## src/rtl/iq_block_averager.sv

```systemverilog
// Averages each I/Q word of every channel over 2^AVG_LOG2 frames and streams the
// averaged frame out over valid/ready; counts aborted and dropped blocks.
module iq_block_averager #(
  parameter int DW       = 31,
  parameter int N_CH     = 4,
  parameter int AVG_LOG2 = 4
) (
  input  logic          clk_adc,
  input  logic          reset,
  input  logic [DW-1:0] stream_in,
  input  logic          strobe_in,
  output logic [DW-1:0] out_data,
  output logic [3:0]    out_idx,
  output logic          out_valid,
  input  logic          out_ready,
  output logic [7:0]    drop_cnt,
  output logic [7:0]    abort_cnt
);

  localparam int NW    = 2 * N_CH;
  localparam int ACC_W = DW + AVG_LOG2;
  localparam int WW    = (NW > 1) ? $clog2(NW) : 1;
  localparam int FW    = (AVG_LOG2 > 0) ? AVG_LOG2 : 1;

  typedef enum logic {IDLE, SEND} state_t;

  state_t state, state_next;
  logic [3:0] idx_next;

  logic [WW-1:0] wcnt;
  logic [FW-1:0] fcnt;

  logic signed [ACC_W-1:0] acc [NW];
  logic signed [ACC_W-1:0] fin_sum [NW];
  logic        [DW-1:0]    avg [NW];
  logic        [DW-1:0]    obuf [NW];

  logic signed [ACC_W-1:0] word_ext;
  logic signed [ACC_W-1:0] acc_sum;

  logic last_word, last_frame, first_frame;
  logic frame_err, block_done, buf_free, load, drop;
  logic [WW-1:0] rd_sel;

  assign last_word   = (wcnt == WW'(NW - 1));
  assign last_frame  = (fcnt == FW'((1 << AVG_LOG2) - 1));
  assign first_frame = (fcnt == '0);

  assign frame_err  = !strobe_in && (wcnt != '0);
  assign block_done = strobe_in && last_word && last_frame;

  always_comb begin
    word_ext = ACC_W'($signed(stream_in));
    acc_sum  = first_frame ? word_ext : acc[wcnt] + word_ext;
  end

  // The last word of a block is still in flight, so its sum bypasses the accumulator.
  always_comb begin
    for (int k = 0; k < NW; k++) begin
      fin_sum[k] = (k == NW - 1) ? acc_sum : acc[k];
      avg[k]     = DW'(fin_sum[k] >>> AVG_LOG2);
    end
  end

  // The final handshake frees the buffer in the same cycle, so a block finishing then is kept.
  assign buf_free = (state == IDLE) ||
                    ((state == SEND) && out_ready && (out_idx == 4'(NW - 1)));
  assign load     = block_done && buf_free;
  assign drop     = block_done && !buf_free;

  always_ff @(posedge clk_adc) begin
    if (!reset) begin
      wcnt <= '0;
      fcnt <= '0;
      for (int k = 0; k < NW; k++) acc[k] <= '0;
    end else if (frame_err) begin
      wcnt <= '0;
      fcnt <= '0;
    end else if (strobe_in) begin
      acc[wcnt] <= acc_sum;
      if (last_word) begin
        wcnt <= '0;
        fcnt <= last_frame ? '0 : FW'(fcnt + 1'b1);
      end else begin
        wcnt <= WW'(wcnt + 1'b1);
      end
    end
  end

  always_ff @(posedge clk_adc) begin
    if (!reset) begin
      for (int k = 0; k < NW; k++) obuf[k] <= '0;
    end else if (load) begin
      for (int k = 0; k < NW; k++) obuf[k] <= avg[k];
    end
  end

  always_ff @(posedge clk_adc) begin
    if (!reset) begin
      drop_cnt  <= '0;
      abort_cnt <= '0;
    end else begin
      if (drop && (drop_cnt != 8'hFF))
        drop_cnt <= drop_cnt + 8'd1;
      if (frame_err && (abort_cnt != 8'hFF))
        abort_cnt <= abort_cnt + 8'd1;
    end
  end

  always_ff @(posedge clk_adc) begin
    if (!reset) begin
      state   <= IDLE;
      out_idx <= '0;
    end else begin
      state   <= state_next;
      out_idx <= idx_next;
    end
  end

  always_comb begin
    state_next = state;
    idx_next   = out_idx;
    case (state)
      IDLE: begin
        if (load) begin
          state_next = SEND;
          idx_next   = '0;
        end
      end
      SEND: begin
        if (out_ready) begin
          if (out_idx == 4'(NW - 1)) begin
            idx_next   = '0;
            state_next = load ? SEND : IDLE;
          end else begin
            idx_next = out_idx + 4'd1;
          end
        end
      end
      default: begin
        state_next = IDLE;
        idx_next   = '0;
      end
    endcase
  end

  assign rd_sel    = out_idx[WW-1:0];
  assign out_valid = (state == SEND);
  assign out_data  = out_valid ? obuf[rd_sel] : '0;

endmodule

```

## config.mk

```make
export PLATFORM = sky130hd
export DESIGN_NAME = iq_block_averager
export DESIGN_NICKNAME = d
export VERILOG_FILES = /design/src/rtl/iq_block_averager.sv
export SDC_FILE = /design/constraint.sdc
export NUM_CORES = 1
export LEC_CHECK = 0
export BUFFER_PORTS_ARGS = -buffer_cell sky130_fd_sc_hd__buf_4
export CAP_MARGIN = 25
export CELL_PAD_IN_SITES_DETAIL_PLACEMENT = 0
export CELL_PAD_IN_SITES_GLOBAL_PLACEMENT = 2
export CORE_ASPECT_RATIO = 1.5
export CORE_MARGIN = 5
export CORE_UTILIZATION = 41
export DETAILED_ROUTE_END_ITERATION = 7
export GPL_ROUTABILITY_DRIVEN = 0
export MAX_ROUTING_LAYER = met4
export PLACE_DENSITY = 0.74
export SYNTH_ARGS = -nofsm -noshare
export SYNTH_HDL_FRONTEND = slang
export SYNTH_SLANG_ARGS = --single-unit
```

## constraint.sdc

```tcl
create_clock -name clk_adc -period 7.6 [get_ports clk_adc]
set_input_delay 1.52 -clock clk_adc [delete_from_list [all_inputs] [get_ports clk_adc]]
set_output_delay 1.52 -clock clk_adc [all_outputs]
set_load 0.03 [all_outputs]
```

### After elaboration in Yosys (flattened, before gate mapping)

Memories as Yosys holds them, arrays and structs flattened. A register that Yosys moved wholly into a read port is not among the register bits.
Cells that the tools add are included.

| storage, ports and cells | value |
|---|---|
| bits in registers | 28 |
| memory bits (writable) | 528 |
| bits of input ports | 35 |
| output and inout port bits | 52 |
| memories | 2 |

| cells by class | value |
|---|---|
| add/subtract/negate cells | 6 |
| equal/unequal tests | 7 |
| multiplexer cells | 34 |
| bitwise operators | 10 |
| reduce and logical (&&, ||, !) cells | 18 |

Memories:

| memory | words | bits a word | read ports | clocked after memory_dff | write ports | RTL line | text |
|---|---|---|---|---|---|---|---|
| acc | 8 | 35 | 8 | 1 | 8 | 33 | `logic signed [ACC_W-1:0] acc [NW];` |
| obuf | 8 | 31 | 1 | 1 | 8 | 36 | `logic [DW-1:0] obuf [NW];` |

Operator list:

| operator | count |
|---|---|
| $mux 31 | 9 |
| $mux 35 | 2 |
| $add 35x31->35 | 1 |
| $reduce_or 35->1 | 1 |
| $mux 3 | 6 |
| $add 8x1->8 const B | 2 |
| $mux 4 | 4 |
| $ne 8x8->1 const B | 2 |
| $mux 1 | 11 |
| $logic_and 1x1->1 | 9 |
| $add 4x1->4 const B | 2 |
| $or 1x1->1 | 8 |
| $pmux 4 s2 | 1 |
| $eq 4x3->1 const B | 1 |
| $eq 4x4->1 const B | 1 |
| $logic_not 4->1 | 1 |
| $ne 2x2->1 const B | 2 |
| $reduce_and 2->1 | 2 |
| $add 3x1->3 const B | 1 |
| $eq 3x3->1 const B | 1 |
| $reduce_bool 3->1 | 1 |
| $logic_not 1->1 | 2 |
| $not 1->1 | 2 |
| $pmux 1 s2 | 1 |
| 2 further kinds | 2 |

### Depth between registers and ports, before layout

Gate-level depths: netlist of the first run.

| logic depth | value |
|---|---|
| depth after elaboration | 8 |
| depth in mapped cells | 16 |
| gate-level depth less buffers | 13 |

### Worst setup path before layout of the first run

OpenSTA, ideal clock, no wires.

| path | value |
|---|---|
| kind | input to register |
| start | input port reset |
| end | memory obuf[0][0] (enable) |
| setup time | 1898 ps |
| arrival time | 6322 ps |
| slack | -619 ps |
| stages | 4 |
| cells stage by stage | clkbuf_1 clkbuf_1 clkbuf_1 nand2_1 |

RTL lines:

| element | RTL line | text |
|---|---|---|
| start, declared | 9 | `input logic reset,` |
| end, declared | 36 |  |

==> results of run 1 <==
-- area by class of cell --
cell class,instances,area [um^2]
clock buffer,62,1400
clock inverter,36,295
fill,5898,35100
inverter,15,56.3
multi-input combinational,1271,9900
sequential,562,16600
tap,877,1100
timing repair buffer,116,921
-- worst max-delay path, stage by stage (launching register included) --
cell and delay (ns):
dfxtp_4 0.93, buf_4 0.54, mux4_2 0.37, mux2_2 0.28, ha_1 0.37, a21o_1 0.21, a31o_2 0.24, o21a_1 0.20
o31ai_1 0.46, nor2_1 0.19, xor2_1 0.18, mux2i_1 0.58, nor2_1 0.11
-- per-layer routing --
| metal | global-route usage | share of wire | up-vias |
|---|---|---|---|
| li1 | - | - | 7449 |
| met3 | 0.0262 | 0.046 | 109 |
| met4 | 0.0554 | 0.026 | 0 |
| met1 | 0.259 | 0.39 | 8412 |
| met5 | - | 0 | - |
| met2 | 0.388 | 0.54 | 458 |
-- cell usage in the layout (no fill, tap or decap), types with 16 or more instances in the layout --
| master | instances |
|---|---|
| edfxtp_1 | 528 |
| nor2_1 | 324 |
| and2_1 | 218 |
| mux4_2 | 132 |
| buf_4 | 112 |
| nand2_1 | 76 |
| a21oi_1 | 57 |
| clkbuf_16 | 55 |
| mux2i_1 | 48 |
| ha_1 | 42 |
| nor2b_1 | 35 |
| mux2_2 | 33 |
| o21ai_0 | 29 |
| nand3_1 | 27 |
| dfxtp_1 | 27 |
| nor3_1 | 24 |
| xor2_1 | 22 |
| o22ai_1 | 18 |
| or3_1 | 16 |
-- where the power goes --
part           internal, mW  switching [mW]  total (mW)  leakage, nW
clock                  1.46            1.17        2.63        0.833
sequential             3.53          0.0673        3.59         5.58
combinational         0.290           0.473       0.763         4.14
-- stage by stage --
step                      utilization  cell area (um^2)  worst slack (ns)  cells  hold slack (ns)
final                           0.463             30200              2.62   2939            0.510
after global routing            0.463             30200              2.20   2939            0.532
after CTS                       0.462             30200              2.55   2938            0.512
after detailed placement        0.436             28500              2.61   2840            0.501
after global placement          0.436             28500              2.61   2839            0.494
after floorplan                     -             26900              1.89   1973            0.479
-- kinds of logic (layout without fill, tap and decap cells) --
| logic type | Yosys count | in the layout |
|---|---|---|
| fa+ha+maj | 43 | 43 |
| flops | 562 | 562 |
| compound gates | 201 | 201 |
| mux | 214 | 214 |
| xor+xnor | 31 | 31 |
| simple gates | 782 | 782 |
| buf+inv | 140 | 229 |
-- state kept, by name, indices dropped and copies added (netlist names), named ones only --
| signal | flops |
|---|---|
| acc | 280 |
| fcnt | 4 |
| drop_cnt | 8 |
| abort_cnt | 8 |
| obuf | 248 |
| out_valid | 1 |
| out_idx | 4 |
| wcnt | 3 |
-- worst max path at each step --
stage               slack, ns   from    endpoint  cells after the start
floorplan                1.89  reset  obuf[0][0]                      4
global placement         2.61   flop  acc[3][26]                     12
detailed placement       2.61   flop  acc[1][26]                     12
CTS                      2.55   flop  acc[1][26]                     12
global route             2.20   flop  acc[5][26]                     12
finish                   2.62   flop  acc[1][26]                     12
==> flow_metrics.env, run 1 <==
export IMPL_syn_to_final_growth_pct=12.5
export IMPL_rows=115
export IMPL_min_period_over_period=0.656
export IMPL_holdBufCountCts=0
export IMPL_ant_nets=0
export IMPL_hold_class="flop to flop"
export IMPL_r2r_cells=12
export IMPL_fp_dieW_um=219
export IMPL_worstPathMaxFanout=48
export IMPL_netlist_area_um2=26900
export IMPL_clk_insertion_delay_late_ns=0.62
export IMPL_power_mw=6.98
export IMPL_synth_compound_area_frac=0.0488
export IMPL_power_density_nw_per_um2=231
export IMPL_muxShareOfSynthArea=0.143
export IMPL_cp_data_arrival_time_ns=5.31
export IMPL_port_buffers=86
export IMPL_r2r_slack_ns=2.62
export IMPL_postRouteWirelength_um=74200
export IMPL_grt_pass1_wl_um=109000
export IMPL_fmax_mhz=201
export IMPL_gr_usage_all_layers=0.216
export IMPL_cts_sinks=562
export IMPL_synthAdderAreaFrac=0.0203
export IMPL_r2r_end="acc[1][26]"
export IMPL_synth_area_per_cell_um2=13.6
export IMPL_rsz0062_at_grt="no"
export IMPL_fin_nets=2098
export IMPL_drc=0
export IMPL_netlist_area_leader_share=0.590
export IMPL_skew_ns=0.0217
export IMPL_first_iter_violations=1097
export IMPL_grt_antenna_before_repair=0
export IMPL_synthFlopType="edfxtp_1"
export IMPL_wl_per_cell_um=25.2
export IMPL_synth_seq_cells=562
export IMPL_status="completed"
export IMPL_yosys_cell_count_top_type="edfxtp_1"
export IMPL_maxCapViolations=0
export IMPL_async_reset_ff_frac=0
export IMPL_ys_types=64
export IMPL_drv_slew=0
export IMPL_ios=87
export IMPL_cellLeakagePower_nw=10.5
export IMPL_overflow=0
export IMPL_hold_viol_final=0
export IMPL_diodes=0
export IMPL_netlist_top_cells_area="edfxtp_1, mux4_2, and2_1"
export IMPL_synth_top_family_by_area="multiplexers"
export IMPL_min_from="abort_cnt[7]"
export IMPL_yosysTopAreaCell="edfxtp_1"
export IMPL_worstSetupPathType="flop to flop"
export IMPL_postCtsSetupRepairBufs=0
export IMPL_drive_gt1_frac=0.194
export IMPL_post_cts_resized=0
export IMPL_grt_pass1_vias=17046
export IMPL_holdPathStages=2
export IMPL_coreArea_um2=65300
export IMPL_synth_nets=2051
export IMPL_via_count=16428
export IMPL_cts_root_buf="clkbuf_16"
export IMPL_via_per_inst=5.59
export IMPL_htreeDepth=2
export IMPL_tns_ns=0
export IMPL_dp_hpwl_um=44100
export IMPL_cts_tree="yes"
export IMPL_slew_headroom=0.345
export IMPL_worstMarginPinSlew_ns=0.982
export IMPL_grt_max_degree=158
export IMPL_synth_warnings=0
export IMPL_initial_core_util=0.411
export IMPL_die_area_um2=70900
export IMPL_synth_simple_area_share=0.143
export IMPL_peakVddDrop_v=0.000184
export IMPL_syn_inst=1973
export IMPL_synth_top_cells_by_count="edfxtp_1, nor2_1, and2_1, mux4_2, clkbuf_1"
export IMPL_cp_start_kind="flop"
export IMPL_first_pass_iters=7
export IMPL_die_h_um=324
export IMPL_cts_made_buffers=54
export IMPL_synth_xor_area_share=0.0101
export IMPL_clk_pin_slew_worst_paths_ns=0.06
export IMPL_setup_violations=0
export IMPL_seq_area_frac_synth=0.615
export IMPL_end_kind="flop"
export IMPL_holdPathEnd="abort_cnt[7]"
export IMPL_fin_crit_ns=4.98
export IMPL_cts_buffer_depth=3
export IMPL_synth_edf_count=528
export IMPL_required_ns=7.92
(Power assumes the default switching activity.)
==> inputs of run 2 (changes only) <==
--- a/config.mk
+++ b/config.mk
@@ -11,11 +11,11 @@
 export CELL_PAD_IN_SITES_GLOBAL_PLACEMENT = 2
 export CORE_ASPECT_RATIO = 1.5
 export CORE_MARGIN = 5
-export CORE_UTILIZATION = 41
+export CORE_UTILIZATION = 45
 export DETAILED_ROUTE_END_ITERATION = 7
 export GPL_ROUTABILITY_DRIVEN = 0
 export MAX_ROUTING_LAYER = met4
-export PLACE_DENSITY = 0.74
+export PLACE_DENSITY = 0.77
 export SYNTH_ARGS = -nofsm -noshare
 export SYNTH_HDL_FRONTEND = slang
 export SYNTH_SLANG_ARGS = --single-unit
==> constraint.sdc (replaced) <==
create_clock -name clk_adc -period 4.6 [get_ports clk_adc]
set_input_delay 0.92 -clock clk_adc [delete_from_list [all_inputs] [get_ports clk_adc]]
set_output_delay 0.92 -clock clk_adc [all_outputs]
set_load 0.03 [all_outputs]
==> flow_metrics.env, run 2 (synthesized netlist as in run 1, its figures left out) <==
export IMPL_tns_ns=0
export IMPL_regMostFlops="acc"
export IMPL_grt_antenna_before_repair=0
export IMPL_first_pass_iters=6
export IMPL_slew_headroom=0.372
export IMPL_drive_gt1_frac=0.207
export IMPL_grt_pass1_vias=17396
export IMPL_first_iter_violations=1417
export IMPL_cp_data_arrival_time_ns=4.63
export IMPL_grt_met1_usage=0.292
export IMPL_busiest_layer="met2"
export IMPL_worstPathMaxFanout=21
export IMPL_cellLeakagePower_nw=10.8
export IMPL_rows=109
export IMPL_fmax_mhz=232
export IMPL_fillCellCount=5055
export IMPL_final_common_cell="edfxtp_1"
export IMPL_hold_ws_ns=0.517
export IMPL_required_ns=4.91
export IMPL_cp_start_kind="flop"
export IMPL_holdPathStages=2
export IMPL_seq_area_um2=16600
export IMPL_syn_to_final_growth_pct=13.8
export IMPL_drv_slew=0
export IMPL_wl_per_cell_um=26.2
export IMPL_r2r_cells=12
export IMPL_ios=87
export IMPL_initial_core_util=0.455
export IMPL_critPathSlowestCell="o21ai_0"
export IMPL_clk_pin_slew_worst_paths_ns=0.06
export IMPL_maxCapViolations=0
export IMPL_met2_usage=0.419
export IMPL_grt_pass1_wl_um=111000
export IMPL_fp_dieW_um=210
export IMPL_gr_usage_all_layers=0.237
export IMPL_cts_tree="yes"
export IMPL_clk_insertion_delay_late_ns=0.60
export IMPL_overflow=0
export IMPL_worstSetupPathType="flop to flop"
export IMPL_grt_max_degree=109
export IMPL_port_buffers=86
export IMPL_hold_class="flop to flop"
export IMPL_min_from="fcnt[1]"
export IMPL_path_cells="buf_12 > mux4_2 > mux2_2 > ha_1 > a21o_1 > a21oi_1 > a21boi_1 > o21ai_0 > a21oi_1 > or4_1 > o211ai_1 > nor2_1"
export IMPL_holdPathEnd="fcnt[1]"
export IMPL_r2r_end="acc[2][21]"
export IMPL_htreeDepth=2
export IMPL_holdBufCountCts=0
export IMPL_path_common_cell="a21oi_1"
export IMPL_use_met3=0.0245
export IMPL_final_cell_mix="edfxtp_1, nor2_1, and2_1"
export IMPL_post_cts_resized=0
export IMPL_reg_top3="acc (280), obuf (248)"
export IMPL_r2r_slack_ns=0.28
export IMPL_diodes=0
export IMPL_fin_nets=2135
export IMPL_via_per_inst=5.81
export IMPL_status="completed"
export IMPL_end_kind="flop"
export IMPL_skew_ns=0.0246
export IMPL_min_period_over_period=0.939
export IMPL_slowest_delay_ns=0.59
export IMPL_ant_nets=0
export IMPL_multiInputGateArea_um2=9880
export IMPL_cts_root_buf="clkbuf_16"
export IMPL_peakVddDrop_v=0.000262
export IMPL_via_count=16711
export IMPL_cts_made_buffers=53
export IMPL_postRouteWirelength_um=75400
export IMPL_worstMarginPinSlew_ns=0.939
export IMPL_die_h_um=309
export IMPL_rsz0062_at_grt="no"
export IMPL_dp_hpwl_um=46600
export IMPL_path_buf_inv=1
export IMPL_power_density_nw_per_um2=381
export IMPL_cts_sinks=562
export IMPL_setup_violations=0
export IMPL_coreArea_um2=59100
export IMPL_drc=0
export IMPL_crit_family="compound AO/OA/AOI/OAI gates"
export IMPL_postCtsSetupRepairBufs=0
export IMPL_die_area_um2=64800
export IMPL_fin_crit_ns=4.32
export IMPL_cts_buffer_depth=3
export IMPL_hold_viol_final=0
export IMPL_largest_reg_flops=280
## run 2: cell types whose count changed in the layout (fill, tap and decap cells not counted), moves of 5 or more
cell | before | now
clkinv_1 | 12 | 7
buf_12 | 4 | 20
clkbuf_8 | 0 | 6
clkbuf_1 | 7 | 15
buf_4 | 112 | 134
clkinv_2 | 13 | 6
## run 2: layout make-up
type / instances / area share
flip-flops and latches: 562 / 0.541
multi-input cells: 1271 / 0.323
clock buffers: 76 / 0.0495
repair buffers: 154 / 0.0460
well taps: 777 / 0.0318
clock inverters: 22 / 0.00634
inverters: 15 / 0.00184
## run 2: per-stage QoR
stage	utilization	cell area [um^2]	setup WS, ns	std cells	total power, mW
after CTS	0.518	30600	0.237	2877	11.7
after global placement	0.489	28900	0.290	2779	7.38
after global routing	0.518	30600	0.0247	2877	12.1
final	0.518	30600	0.282	2877	11.6
after detailed placement	0.489	28900	0.291	2779	7.40
after floorplan	-	26900	0.156	1973	6.88
## run 2: per-layer routing
| layer | part of all wire | wire length [um] |
|---|---|---|
| met3 | 0.050 | 3800 |
| met4 | 0.031 | 2350 |
| met2 | 0.52 | 39500 |
| met5 | 0 | 0 |
| met1 | 0.39 | 29700 |
## run 2: worst min-delay path: cells and delay by family, from the launching register on
| family | cells | cell delay (ns) |
|---|---|---|
| AND/OR/NAND/NOR | 1 | 0.07 |
| flip-flops | 1 | 0.34 |
| AO/OA/AOI/OAI | 1 | 0.06 |
## run 2: power by group
group	total [mW]	leakage, nW	internal (mW)	switching [mW]
clock network	4.35	0.827	2.46	1.90
logic	1.37	4.38	0.539	0.833
registers	5.91	5.58	5.82	0.0888
total	11.6	10.8	8.82	2.82
## run 2: worst max path at each step
stage	from	end	slack, ns	cells after the start
2_1_floorplan	flop	acc[0][30]	0.16	14
3_3_place_gp	flop	acc[0][31]	0.29	14
3_5_place_dp	flop	acc[7][31]	0.29	14
4_1_cts	flop	acc[2][21]	0.24	12
5_1_grt	flop	acc[2][32]	0.02	13
6_report	flop	acc[2][21]	0.28	12
==> inputs of run 3 (changes only) <==
--- a/config.mk
+++ b/config.mk
@@ -11,11 +11,12 @@
 export CELL_PAD_IN_SITES_GLOBAL_PLACEMENT = 2
 export CORE_ASPECT_RATIO = 1.5
 export CORE_MARGIN = 5
-export CORE_UTILIZATION = 45
+export CORE_UTILIZATION = 41
 export DETAILED_ROUTE_END_ITERATION = 7
 export GPL_ROUTABILITY_DRIVEN = 0
 export MAX_ROUTING_LAYER = met4
-export PLACE_DENSITY = 0.77
+export PLACE_DENSITY = 0.74
+export SKIP_CTS_REPAIR_TIMING = 1
 export SYNTH_ARGS = -nofsm -noshare
 export SYNTH_HDL_FRONTEND = slang
 export SYNTH_SLANG_ARGS = --single-unit
==> constraint.sdc (replaced) <==
create_clock -name clk_adc -period 3.6 [get_ports clk_adc]
set_input_delay 0.18 -clock clk_adc [delete_from_list [all_inputs] [get_ports clk_adc]]
set_output_delay 0.18 -clock clk_adc [all_outputs]
set_load 0.03 [all_outputs]
==> flow_metrics.env, run 3 (synthesized netlist as in run 1, its figures left out) <==
export IMPL_cts_tree="yes"
export IMPL_drc=0
export IMPL_initial_core_util=0.411
export IMPL_end_kind="flop"
export IMPL_largest_reg_flops=280
export IMPL_r2r_end="acc[5][32]"
export IMPL_r2r_cells=15
export IMPL_grt_pass1_vias=18234
export IMPL_diodes=0
export IMPL_timing_final_ws_setup_ns=-0.390
export IMPL_die_h_um=324
export IMPL_via_count=17393
export IMPL_peakVddDrop_v=0.000359
export IMPL_setup_violations=211
export IMPL_r2r_slack_ns=-0.39
export IMPL_status="complete, but fails checks"
export IMPL_worstPathMaxFanout=5
export IMPL_holdPathEnd="obuf[7][13]"
export IMPL_min_period_over_period=1.11
export IMPL_die_area_um2=70900
export IMPL_fin_cells=3172
export IMPL_first_iter_violations=1169
export IMPL_slew_headroom=0.348
export IMPL_hold_class="input port to flop"
export IMPL_rsz0062_at_grt="yes"
export IMPL_fin_nets=2330
export IMPL_dp_cells=3043
export IMPL_power_density_nw_per_um2=470
export IMPL_cts_sinks=562
export IMPL_cellLeakagePower_nw=11.9
export IMPL_fmax_mhz=251
export IMPL_syn_to_final_growth_pct=22.9
export IMPL_regMostFlops="acc"
export IMPL_cp_data_arrival_time_ns=4.34
export IMPL_rows=115
export IMPL_htreeDepth=2
export IMPL_final_cell_mix="edfxtp_1, nor2_1, buf_4"
export IMPL_dp_hpwl_um=48900
export IMPL_drv_slew=0
export IMPL_grt_pass1_wl_um=115000
export IMPL_ant_nets=0
export IMPL_grt_max_degree=106
export IMPL_fp_dieW_um=219
export IMPL_min_from="stream_in[17]"
export IMPL_placed_area_um2=30400
export IMPL_overflow=0
export IMPL_hold_ws_ns=-0.0254
export IMPL_coreArea_um2=65300
export IMPL_drive_gt1_frac=0.305
export IMPL_via_per_inst=5.48
export IMPL_cts_buffer_depth=3
export IMPL_clk_insertion_delay_late_ns=0.62
export IMPL_worstMarginPinSlew_ns=0.978
export IMPL_final_common_cell="edfxtp_1"
export IMPL_cts_made_buffers=55
export IMPL_cts_root_buf="clkbuf_16"
export IMPL_port_buffers=86
export IMPL_skew_ns=0.0240
export IMPL_reg_top3="acc (280), obuf (248)"
export IMPL_fin_crit_ns=3.99
export IMPL_hold_viol_final=2
export IMPL_ios=87
export IMPL_worstSetupPathType="flop to flop"
export IMPL_holdPathStages=3
export IMPL_required_ns=3.95
export IMPL_first_pass_iters=7
export IMPL_gr_usage_all_layers=0.225
export IMPL_wl_per_cell_um=24.8
export IMPL_maxCapViolations=0
export IMPL_clk_pin_slew_worst_paths_ns=0.06
export IMPL_cp_start_kind="flop"
export IMPL_grt_antenna_before_repair=1
export IMPL_postRouteWirelength_um=78600
export IMPL_final_cell_area_um2=33000
export IMPL_violations="negative hold slack, negative setup slack"
run 3: metrics by stage:
stage	hold WS [ns]	power (mW)	utilization	setup WS [ns]	setup TNS, ns
after floorplan	0.389	8.84	-	-0.0983	-1.84
after global placement	0.486	9.78	0.465	-0.659	-56.78
after detailed placement	0.508	9.81	0.465	-0.717	-61.68
after CTS	-0.111	15.3	0.491	-0.736	-67.00
after global routing	0.00126	16.1	0.506	-0.493	-72.86
final	-0.0254	15.5	0.506	-0.390	-34.95
run 3: cell type report:
| class | instances | area (um^2) |
|---|---|---|
| clock inverters | 29 | 205 |
| well taps | 877 | 1100 |
| inverters | 15 | 56.3 |
| repair buffers | 346 | 3140 |
| clock buffers | 71 | 1480 |
| flip-flops and latches | 562 | 16600 |
| fillers | 5763 | 32300 |
| multi-input cells | 1272 | 10500 |
run 3: routing by layer:
layer / up-vias / part of all wire / global-route usage / wire, um
met1: 8830 / 0.38 / 0.259 / 29700
met5: - / 0 / - / 0
met2: 468 / 0.54 / 0.409 / 42700
li1: 7926 / - / - / -
met3: 169 / 0.045 / 0.0288 / 3510
met4: 0 / 0.035 / 0.0723 / 2790
run 3: how the worst max path moves through the flow:
stage | from | cells after the start | slack (ns) | end
2_1_floorplan | flop | 14 | -0.1 | acc[0][30]
3_3_place_gp | flop | 14 | -0.66 | obuf[7][28]
3_5_place_dp | flop | 14 | -0.72 | obuf[7][28]
4_1_cts | flop | 14 | -0.74 | obuf[7][28]
5_1_grt | flop | 14 | -0.49 | acc[4][32]
6_report | flop | 15 | -0.39 | acc[5][32]
run 3: worst max-delay path, stage by stage, from the launching register on:
cell and delay (ns):
dfxtp_4 0.42, clkbuf_16 0.18, buf_12 0.10, mux4_2 0.49
mux2_4 0.30, ha_4 0.28, o21a_1 0.12, o31a_1 0.24
a21oi_4 0.12, a211o_1 0.36, a211oi_4 0.41, nor4_4 0.09
a311oi_4 0.27, buf_6 0.17, clkbuf_16 0.14, nor2_2 0.03
run 3: where the power goes:
| part | internal, mW | switching [mW] | total [mW] |
|---|---|---|---|
| combinational | 1.16 | 1.25 | 2.41 |
| clock | 3.04 | 2.51 | 5.55 |
| sequential | 7.44 | 0.116 | 7.56 |
| total | 11.6 | 3.87 | 15.5 |
